==> src/rtl/adb_kbd_device.sv <==
// Device-side ADB keyboard: decodes command bytes, answers Talk with register
// contents, absorbs Listen payloads and buffers key events in a small FIFO.
//
// state  | meaning
// IDLE   | waiting for a command byte; SRQ may be asserted
// LISTEN | consuming Listen payload bytes until lst_last
// TALK   | presenting the two-byte response on the tx handshake
module adb_kbd_device #(
    parameter logic [3:0] DEF_ADDR    = 4'd2,
    parameter logic [7:0] DEF_HANDLER = 8'h01,
    parameter int         FIFO_DEPTH  = 8
) (
    input  logic       clk,
    input  logic       reset_n,
    input  logic       key_valid,
    input  logic       key_up,
    input  logic [6:0] key_code,
    input  logic       cmd_valid,
    input  logic [7:0] cmd_byte,
    input  logic       lst_valid,
    input  logic [7:0] lst_byte,
    input  logic       lst_last,
    output logic       tx_valid,
    output logic [7:0] tx_byte,
    output logic       tx_last,
    input  logic       tx_ready,
    output logic       talk_none,
    output logic       srq,
    output logic       overflow
);
    localparam int PW = (FIFO_DEPTH > 2) ? $clog2(FIFO_DEPTH) : 1;
    localparam int CW = PW + 1;

    typedef enum logic [1:0] {ST_IDLE, ST_LISTEN, ST_TALK} state_t;

    state_t          state, next_state;
    logic [3:0]      addr;
    logic [7:0]      handler;
    logic            srq_en;
    logic [7:0]      fifo_mem [FIFO_DEPTH];
    logic [PW-1:0]   rd_ptr, wr_ptr, rd_nxt;
    logic [CW-1:0]   count;
    logic [7:0]      resp1;
    logic [1:0]      lst_cnt;
    logic            lst_reg3;
    logic [7:0]      lst_b0, lst_b1, b1_eff;

    logic            do_reset, do_flush, do_none;
    logic [CW-1:0]   pop_n;
    logic [7:0]      resp0_d, resp1_d;
    logic            flushing, push_acc, lst_apply;

    assign rd_nxt    = rd_ptr + PW'(1);
    assign flushing  = do_reset | do_flush;
    assign push_acc  = key_valid & (flushing | ((count - pop_n) < CW'(FIFO_DEPTH)));
    assign srq       = srq_en & (count != '0) & (state == ST_IDLE);
    assign b1_eff    = (lst_cnt == 2'd1) ? lst_byte : lst_b1;
    assign lst_apply = (state == ST_LISTEN) & lst_valid & lst_last & lst_reg3 & (lst_cnt != 2'd0);

    always_ff @(posedge clk or negedge reset_n) begin
        if (!reset_n) state <= ST_IDLE;
        else          state <= next_state;
    end

    always_comb begin
        next_state = state;
        do_reset   = 1'b0;
        do_flush   = 1'b0;
        do_none    = 1'b0;
        pop_n      = '0;
        resp0_d    = 8'hFF;
        resp1_d    = 8'hFF;
        case (state)
            ST_IDLE: begin
                if (cmd_valid) begin
                    if (cmd_byte[3:0] == 4'b0000) begin
                        do_reset = 1'b1;
                    end else if (cmd_byte[7:4] == addr) begin
                        case (cmd_byte[3:2])
                            2'b00: do_flush = (cmd_byte[1:0] == 2'b01);
                            2'b10: next_state = ST_LISTEN;
                            2'b11: begin
                                case (cmd_byte[1:0])
                                    2'd0: begin
                                        if (count == '0) begin
                                            do_none = 1'b1;
                                        end else begin
                                            next_state = ST_TALK;
                                            resp0_d    = fifo_mem[rd_ptr];
                                            if (count >= CW'(2)) begin
                                                resp1_d = fifo_mem[rd_nxt];
                                                pop_n   = CW'(2);
                                            end else begin
                                                pop_n   = CW'(1);
                                            end
                                        end
                                    end
                                    2'd1: do_none = 1'b1;
                                    2'd2: next_state = ST_TALK;
                                    default: begin
                                        next_state = ST_TALK;
                                        resp0_d    = {2'b01, srq_en, 1'b0, addr};
                                        resp1_d    = handler;
                                    end
                                endcase
                            end
                            default: ;
                        endcase
                    end
                end
            end
            ST_LISTEN: if (lst_valid && lst_last) next_state = ST_IDLE;
            ST_TALK:   if (tx_valid && tx_ready && tx_last) next_state = ST_IDLE;
            default:   next_state = ST_IDLE;
        endcase
    end

    always_ff @(posedge clk or negedge reset_n) begin
        if (!reset_n) begin
            tx_valid  <= 1'b0;
            tx_byte   <= 8'h00;
            tx_last   <= 1'b0;
            resp1     <= 8'h00;
            talk_none <= 1'b0;
        end else begin
            talk_none <= do_none;
            if (state == ST_IDLE && next_state == ST_TALK) begin
                tx_valid <= 1'b1;
                tx_byte  <= resp0_d;
                tx_last  <= 1'b0;
                resp1    <= resp1_d;
            end else if (state == ST_TALK && tx_valid && tx_ready) begin
                if (tx_last) begin
                    tx_valid <= 1'b0;
                    tx_byte  <= 8'h00;
                    tx_last  <= 1'b0;
                end else begin
                    tx_byte  <= resp1;
                    tx_last  <= 1'b1;
                end
            end
        end
    end

    // Listen payload capture; only the first two bytes matter for reg 3.
    always_ff @(posedge clk or negedge reset_n) begin
        if (!reset_n) begin
            lst_cnt  <= 2'd0;
            lst_reg3 <= 1'b0;
            lst_b0   <= 8'h00;
            lst_b1   <= 8'h00;
        end else if (state != ST_LISTEN) begin
            lst_cnt  <= 2'd0;
            lst_reg3 <= (cmd_byte[1:0] == 2'b11);
        end else if (lst_valid) begin
            if (lst_cnt == 2'd0) lst_b0 <= lst_byte;
            if (lst_cnt == 2'd1) lst_b1 <= lst_byte;
            if (lst_cnt != 2'd2) lst_cnt <= lst_cnt + 2'd1;
        end
    end

    always_ff @(posedge clk or negedge reset_n) begin
        if (!reset_n) begin
            addr    <= DEF_ADDR;
            handler <= DEF_HANDLER;
            srq_en  <= 1'b1;
        end else if (do_reset) begin
            addr    <= DEF_ADDR;
            handler <= DEF_HANDLER;
            srq_en  <= 1'b1;
        end else if (lst_apply) begin
            case (b1_eff)
                8'hFE: addr <= lst_b0[3:0];
                8'h00: begin
                    srq_en <= lst_b0[5];
                    addr   <= lst_b0[3:0];
                end
                8'h01, 8'h02, 8'h03: handler <= b1_eff;
                default: ;
            endcase
        end
    end

    // A flush and a key event in the same cycle leave just the new key queued.
    always_ff @(posedge clk or negedge reset_n) begin
        if (!reset_n) begin
            rd_ptr   <= '0;
            wr_ptr   <= '0;
            count    <= '0;
            overflow <= 1'b0;
        end else begin
            if (push_acc) wr_ptr <= wr_ptr + PW'(1);
            if (flushing) begin
                rd_ptr <= wr_ptr;
                count  <= push_acc ? CW'(1) : '0;
            end else begin
                rd_ptr <= rd_ptr + PW'(pop_n);
                count  <= count - pop_n + (push_acc ? CW'(1) : CW'(0));
            end
            if (do_reset)                    overflow <= 1'b0;
            else if (key_valid && !push_acc) overflow <= 1'b1;
        end
    end

    always_ff @(posedge clk) begin
        if (push_acc) fifo_mem[wr_ptr] <= {key_up, key_code};
    end
endmodule
==> config.mk <==
export PLATFORM = sky130hd
export DESIGN_NAME = adb_kbd_device
export DESIGN_NICKNAME = d
export VERILOG_FILES = /design/src/rtl/adb_kbd_device.sv
export SDC_FILE = /design/constraint.sdc
export NUM_CORES = 1
export LEC_CHECK = 0
export ABC_CLOCK_PERIOD_IN_PS = 5100
export BUFFER_PORTS_ARGS = -buffer_cell sky130_fd_sc_hd__clkbuf_2
export CORE_MARGIN = 4
export CORE_UTILIZATION = 60
export CTS_CLUSTER_DIAMETER = 80
export DETAILED_ROUTE_END_ITERATION = 16
export PLACE_DENSITY = 0.82
export SETUP_SLACK_MARGIN = 0.2
export SYNTH_ARGS = -nofsm -noshare
export SYNTH_HDL_FRONTEND = slang
export SYNTH_SLANG_ARGS = --single-unit
==> constraint.sdc <==
create_clock -name clk -period 5.1 [get_ports clk]
set_input_delay 1.02 -clock clk [delete_from_list [all_inputs] [get_ports clk]]
set_output_delay 1.02 -clock clk [all_outputs]
set_load 0.02 [all_outputs]
* Word level (Yosys, flattened, before mapping)
Memory sizes are Yosys's and may differ from the RTL's.
Cells that the tools add are included.
** Word-level totals
- Register bits after elaboration :: 62
- Bits in latches :: 0
- RAM bits :: 64
- Memory bits (read-only) :: 0
- Input bits :: 31
- Output and inout bits :: 13
- Logic and storage cells :: 164
- Memories :: 1
** Memories
- fifo_mem :: words 8, width 8, rd ports 2, clocked after memory_dff 0, write ports 1, line 40 : logic [7:0] fifo_mem [FIFO_DEPTH];
** Cells by class
- Add/subtract/negate cells :: 6
- Multipliers :: 0
- Div/mod/pow operators :: 0
- $lt $le $gt $ge :: 2
- Equal/unequal tests :: 16
- Shift operators :: 0
- Mux-type cells :: 76
- Bitwise gates (word level) :: 10
- Reductions and logical operators :: 36
** Operators by type and width (count)
- 8-bit two-way mux :: 20
- 2-bit two-way mux :: 17
- 8-bit case mux with 2 select lines :: 2
- 1-bit two-way mux :: 28
- 2-bit nonzero test :: 10
- 8-bit by 2-bit == test with 1-bit output (second input constant) :: 2
- 4-bit two-way mux :: 4
- 2-bit == test (second input constant) :: 6
- 2-bit AND reduction :: 6
- 8-bit by 1-bit == test with 1-bit output (second input constant) :: 1
- 8-bit == test (second input constant) :: 1
- 2-bit logical NOT :: 4
- 4-bit logical NOT :: 2
- 8-bit logical NOT :: 1
- 2-bit case mux with 2 select lines :: 2
- 1-bit AND :: 7
- 1-bit logical AND :: 7
- 3-bit by 1-bit adder with 3-bit output (second input constant) :: 2
- 2-bit by 1-bit == test with 1-bit output (second input constant) :: 3
- 2-bit case mux with 3 select lines :: 1
- 4-bit by 1-bit adder with 4-bit output :: 1
- 4-bit == test :: 1
- 4-bit by 2-bit >= comparator with 1-bit output (second input constant) :: 1
- 4-bit < comparator (second input constant) :: 1
- other kinds (14) :: 16

* Longest topological paths before layout
- Word-level depth :: 17
- Depth in mapped cells :: 15
- Depth with buffers taken out :: 14

* Worst setup path after synthesis
Ideal clock, no wire load.
- Path kind :: input to register
- Start :: input port cmd_byte[6]
- End :: memory fifo_mem[0][0], enable pin
- Setup time :: 0.395 ns
- Arrival time :: 3.957 ns
- Required time :: 4.705 ns
- Setup slack :: 0.749 ns
- Stages on the path :: 9
- Buffers on the path :: 0
- Cell sequence :: xnor2_1 nand4_2 or2_2 or3_1 ha_1 a211oi_1 xnor2_1 nor2_1 nor4_1
** On the way
- Word-level cells in the longest chain between the ends :: 11
- Elaborated cells between the ends (all ways) :: 16
- Those cells by class :: add/sub: 1; order compare: 1; eq/ne: 1; mux: 10; bitwise: 3
** RTL lines
- start: declaration :: line 19 : input logic [7:0] cmd_byte,
- 4-bit == test (*) :: line 78 : end else if (cmd_byte[7:4] == addr) begin
- 2-bit two-way mux :: line 78
- 2-bit two-way mux :: line 76 : if (cmd_byte[3:0] == 4'b0000) begin
- 2-bit two-way mux :: line 75 : if (cmd_valid) begin
- 2-bit two-way mux :: line 73 : case (state)
- 4-bit subtractor :: line 55 : assign push_acc = key_valid & (flushing | ((count - pop_n) < CW'(FIFO_DEPTH)));
- 4-bit < comparator :: line 55
- 1-bit bitwise OR (*) :: line 55
- 1-bit AND (*) :: line 55
- 1-bit two-way mux (*) :: line 206 : if (push_acc) fifo_mem[wr_ptr] <= {key_up, key_code};
- 1-bit two-way mux (implied by the code) (*) :: line 206
- end: declaration :: line 40
Every way passes the cells marked *; elsewhere a longest branch is shown, timed or not.

* Final worst setup path
- Start :: input port cmd_byte[4]
- End :: register count[2]
** On the way
- Word-level cells in the longest chain between the ends :: 12
- Elaborated cells between the ends (all ways) :: 17
- Those cells by class :: add/sub: 2; order compare: 1; eq/ne: 1; mux: 10; bitwise: 3
** RTL lines
- 4-bit == test (*) :: line 78
- 2-bit two-way mux :: line 78
- 2-bit two-way mux :: line 76
- 2-bit two-way mux :: line 75
- 2-bit two-way mux :: line 73
- 4-bit subtractor :: line 55
- 4-bit < comparator :: line 55
- 1-bit bitwise OR (*) :: line 55
- 1-bit AND (*) :: line 55
- named net push_acc :: line 51 : logic flushing, push_acc, lst_apply;
- 1-bit two-way mux (*) :: line 198 : count <= count - pop_n + (push_acc ? CW'(1) : CW'(0));
- 4-bit by 1-bit adder with 4-bit output (*) :: line 198
- 4-bit two-way mux (*) :: line 193 : if (flushing) begin
- end signal: assignment :: line 195 : count <= push_acc ? CW'(1) : '0;
- end signal: assignment :: line 198
- end: declaration :: line 42 : logic [CW-1:0] count;
The timed path passes the listed nets; every way through them passes the cells marked *.
A chain may end at the register's enable or synchronous reset.

==> results.py <==
metrics = {
    "clock_tree": {
        "worst_skew_pair.late_latency_ns": 0.53,
        "clock-sinks": 125,
        "cts_tree": "yes",
        "htreeDepth": 4,
        "post-cts-setup-buffers": 0,
        "cts_hold_buf": 0,
        "root_buffer": "clkbuf_8",
        "clock_path_buffers": 2,
        "clk_pin_slew_ns": 0.06,
        "numCtsBuffers": 17,
        "ctsResizeCount": 0,
    },
    "routing": {
        "wl_per_cell_um": 21.1,
        "drtAntennaViolNets": 0,
        "drc": 0,
        "viasPerCell": 6.38,
        "vias": 4241,
        "routed_wl_mm": 14.1,
        "dr.pass1.iters": 4,
        "drtIter0Drc": 335,
    },
    "place": {
        "hpwl_mm": 9.56,
        "gp_congestion": 0.820,
        "portBuffers": 43,
    },
    "cells_and_area": {
        "nNetsFinal": 565,
        "drive_above_1_share_pct": 26.5,
        "synthToLayoutAreaGrowth_pct": 15.1,
        "diodes": 0,
    },
    "critical_path": {
        "worstSetupEndpointType": "flop",
        "critPathLaunchType": "input pin",
        "cp.required_ns": 5.49,
        "cp.arrival_ns": 4.53,
        "r2r_cells": 13,
        "reg2reg_from": "addr[1]",
        "crit_start": "cmd_byte[4]",
        "critPathKind": "input pin to flop",
        "crit_end": "count[2]",
        "r2r-end": "count[2]",
        "cp_max_fo": 11,
        "ff2ff_setup_slack_ns": 1.02,
    },
    "synth": {
        "ys_warn_count": 0,
        "syn-num-nets": 515,
        "synth_top_area_share_pct": 30.9,
        "ys_top_cells_by_count": "64 x edfxtp_1, 58 x dfrtp_1, 31 x mux4_2",
        "synth-compound-area-share_pct": 7.70,
        "ys_seq_area_share_pct": 55.5,
        "synth_edf_count": 64,
        "synthXorXnorAreaFrac_pct": 1.97,
        "synth_top_cells_by_area": "edfxtp_1 31%, dfrtp_1 23%, mux4_2 11%, mux2_2 2.9%, ha_1 2.6%",
        "synth_most_common_cell": "edfxtp_1",
        "muxShareOfSynthArea_pct": 15.7,
        "synth.distinct_cells": 55,
        "syn-cell-area_um2": 6220,
        "ys_async_sr_fraction_pct": 48.8,
        "synth_top_cell_by_area": "edfxtp_1",
        "synth_top_family_by_area": "multiplexers",
        "synth_flop_cell": "edfxtp_1",
        "yosys_register_bits": 125,
        "synth_fa_ha_area_share_pct": 3.26,
        "yosys.area_share.simple_pct": 12.6,
        "avgSynthCellArea_um2": 13.3,
        "synthCells": 469,
    },
    "floorplan": {
        "die_w_um": 110,
        "die_y_um": 110,
        "die-area_um2": 12100,
        "coreArea_um2": 9950,
        "start_util_pct": 62.5,
        "num_rows": 36,
        "io_pins": 44,
    },
    "grt": {
        "grt_overflow": 0,
        "grt.total_usage_pct": 25.9,
        "grt_pass1_vias": 4383,
        "grt_pass1_wl_mm": 23.0,
        "grt_max_degree": 62,
        "antenna_found_initial": 0,
    },
    "flow_run": {
        "max_cap_viol_count": 0,
    },
    "status": {
        "status": "finished clean",
    },
    "sta": {
        "rsz0062_at_grt": "false",
        "final.period_utilization_pct": 81.2,
        "tns_ns": 0,
        "setup_viol": 0,
        "tightest_slew_ns": 0.968,
        "clock_skew_ns": 0.00990,
        "drv_slew": 0,
        "finalHoldViolCount": 0,
        "relSlewSlack_pct": 35.4,
        "period_needed_ns": 4.14,
        "fmax_mhz": 242,
    },
    "power": {
        "cellPowerDensity_nw_per_um2": 546,
        "p_leak_uw": 0.00279,
        "power_uw": 3910,
        "irDropWorstVdd_v": 0.000412,
    },
    "worst_hold_path": {
        "hold_path_class": "flop to flop",
        "worstHoldPathCells": 2,
    },
}
## final cells by class
cell class	count	area, µm²
clock buffer	21	439
inverter	18	67.6
clock inverter	11	168
fill	656	2790
multi-input combinational	302	2560
tap	133	166
sequential	125	3450
timing repair buffer	55	305
## critical path, stage by stage
cell      delay (ns)
clkbuf_2        0.09
xnor2_1         0.17
nand4_2         0.25
or2_2           0.48
or3_1           0.46
ha_1            0.31
a211oi_1        0.33
xnor2_1         0.25
o21ai_0         0.42
inv_1           0.10
ha_1            0.24
ha_1            0.19
xnor2_1         0.14
nor2_1          0.06
## where the power goes
group          internal [µW]  total [µW]  switching [µW]
combinational            584        1260             673
sequential              1250        1420             173
clock                    805        1230             423
total                   2640        3910            1270
## state kept, by name (all words and copies together), names as in the netlist, 2 cells and up
| name | cells |
|---|---|
| addr | 4 |
| count | 4 |
| fifo_mem | 64 |
| handler | 8 |
| lst_b0 | 5 |
| lst_b1 | 8 |
| lst_cnt | 2 |
| rd_ptr | 3 |
| resp1 | 8 |
| state | 2 |
| tx_byte | 8 |
| wr_ptr | 3 |
## metrics by stage
step           instances  hold slack (ns)  util [%]  area (µm²)  worst slack (ns)
3_3_place_gp         633            0.456      65.8        6560             0.683
5_1_grt              665            0.518      71.9        7160             0.668
3_5_place_dp         633            0.479      65.8        6560             0.465
2_1_floorplan        469            0.431         -        6220             0.749
4_1_cts              665            0.491      71.9        7160             0.977
6_report             665            0.485      71.9        7160             0.960
## cell families after synthesis
logic type                 count (synthesis)
adders and majority gates                 15
AOI/OAI and AO/OA                         74
DFF                                      125
buffers and inverters                     42
muxes                                     55
xor gates and xnor gates                  14
and+or+nand+nor                          144
## layout by cell type (no fill, tap or decap), types with 4 or more instances in the layout
| cell | n |
|---|---|
| nor4_1 | 20 |
| buf_4 | 12 |
| edfxtp_1 | 64 |
| a21oi_1 | 25 |
| mux4_2 | 31 |
| inv_1 | 17 |
| nor3_1 | 20 |
| mux2i_1 | 7 |
| nor2_1 | 25 |
| bufinv_16 | 4 |
| nand2b_1 | 5 |
| xnor2_1 | 11 |
| clkbuf_2 | 43 |
| ha_1 | 13 |
| clkbuf_16 | 16 |
| nand3_1 | 14 |
| a221oi_1 | 5 |
| a211oi_1 | 11 |
| mux2_2 | 16 |
| and3_1 | 8 |
| dfrtp_1 | 58 |
| nand2_1 | 23 |
| nor3b_1 | 11 |
| o21ai_0 | 17 |
## per-layer routing
metal | GRT usage [%] | vias to the layer above | part of all wire [%]
li1 | - | 1917 | -
met1 | 32.4 | 2128 | 39
met2 | 42.7 | 160 | 51
met3 | 7.05 | 36 | 6.6
met4 | 10.5 | 0 | 2.8
met5 | 0 | - | 0
## how the worst min path moves through the flow
stage               slack [ns]      from       end
floorplan                 0.43  lst_reg3  lst_reg3
global placement          0.46  lst_reg3  lst_reg3
detailed placement        0.48  lst_reg3  lst_reg3
CTS                       0.49  lst_reg3  lst_reg3
global route              0.52  lst_reg3  lst_reg3
finish                    0.49  lst_reg3  lst_reg3
Note: power is estimated with default switching activity, not from simulation.
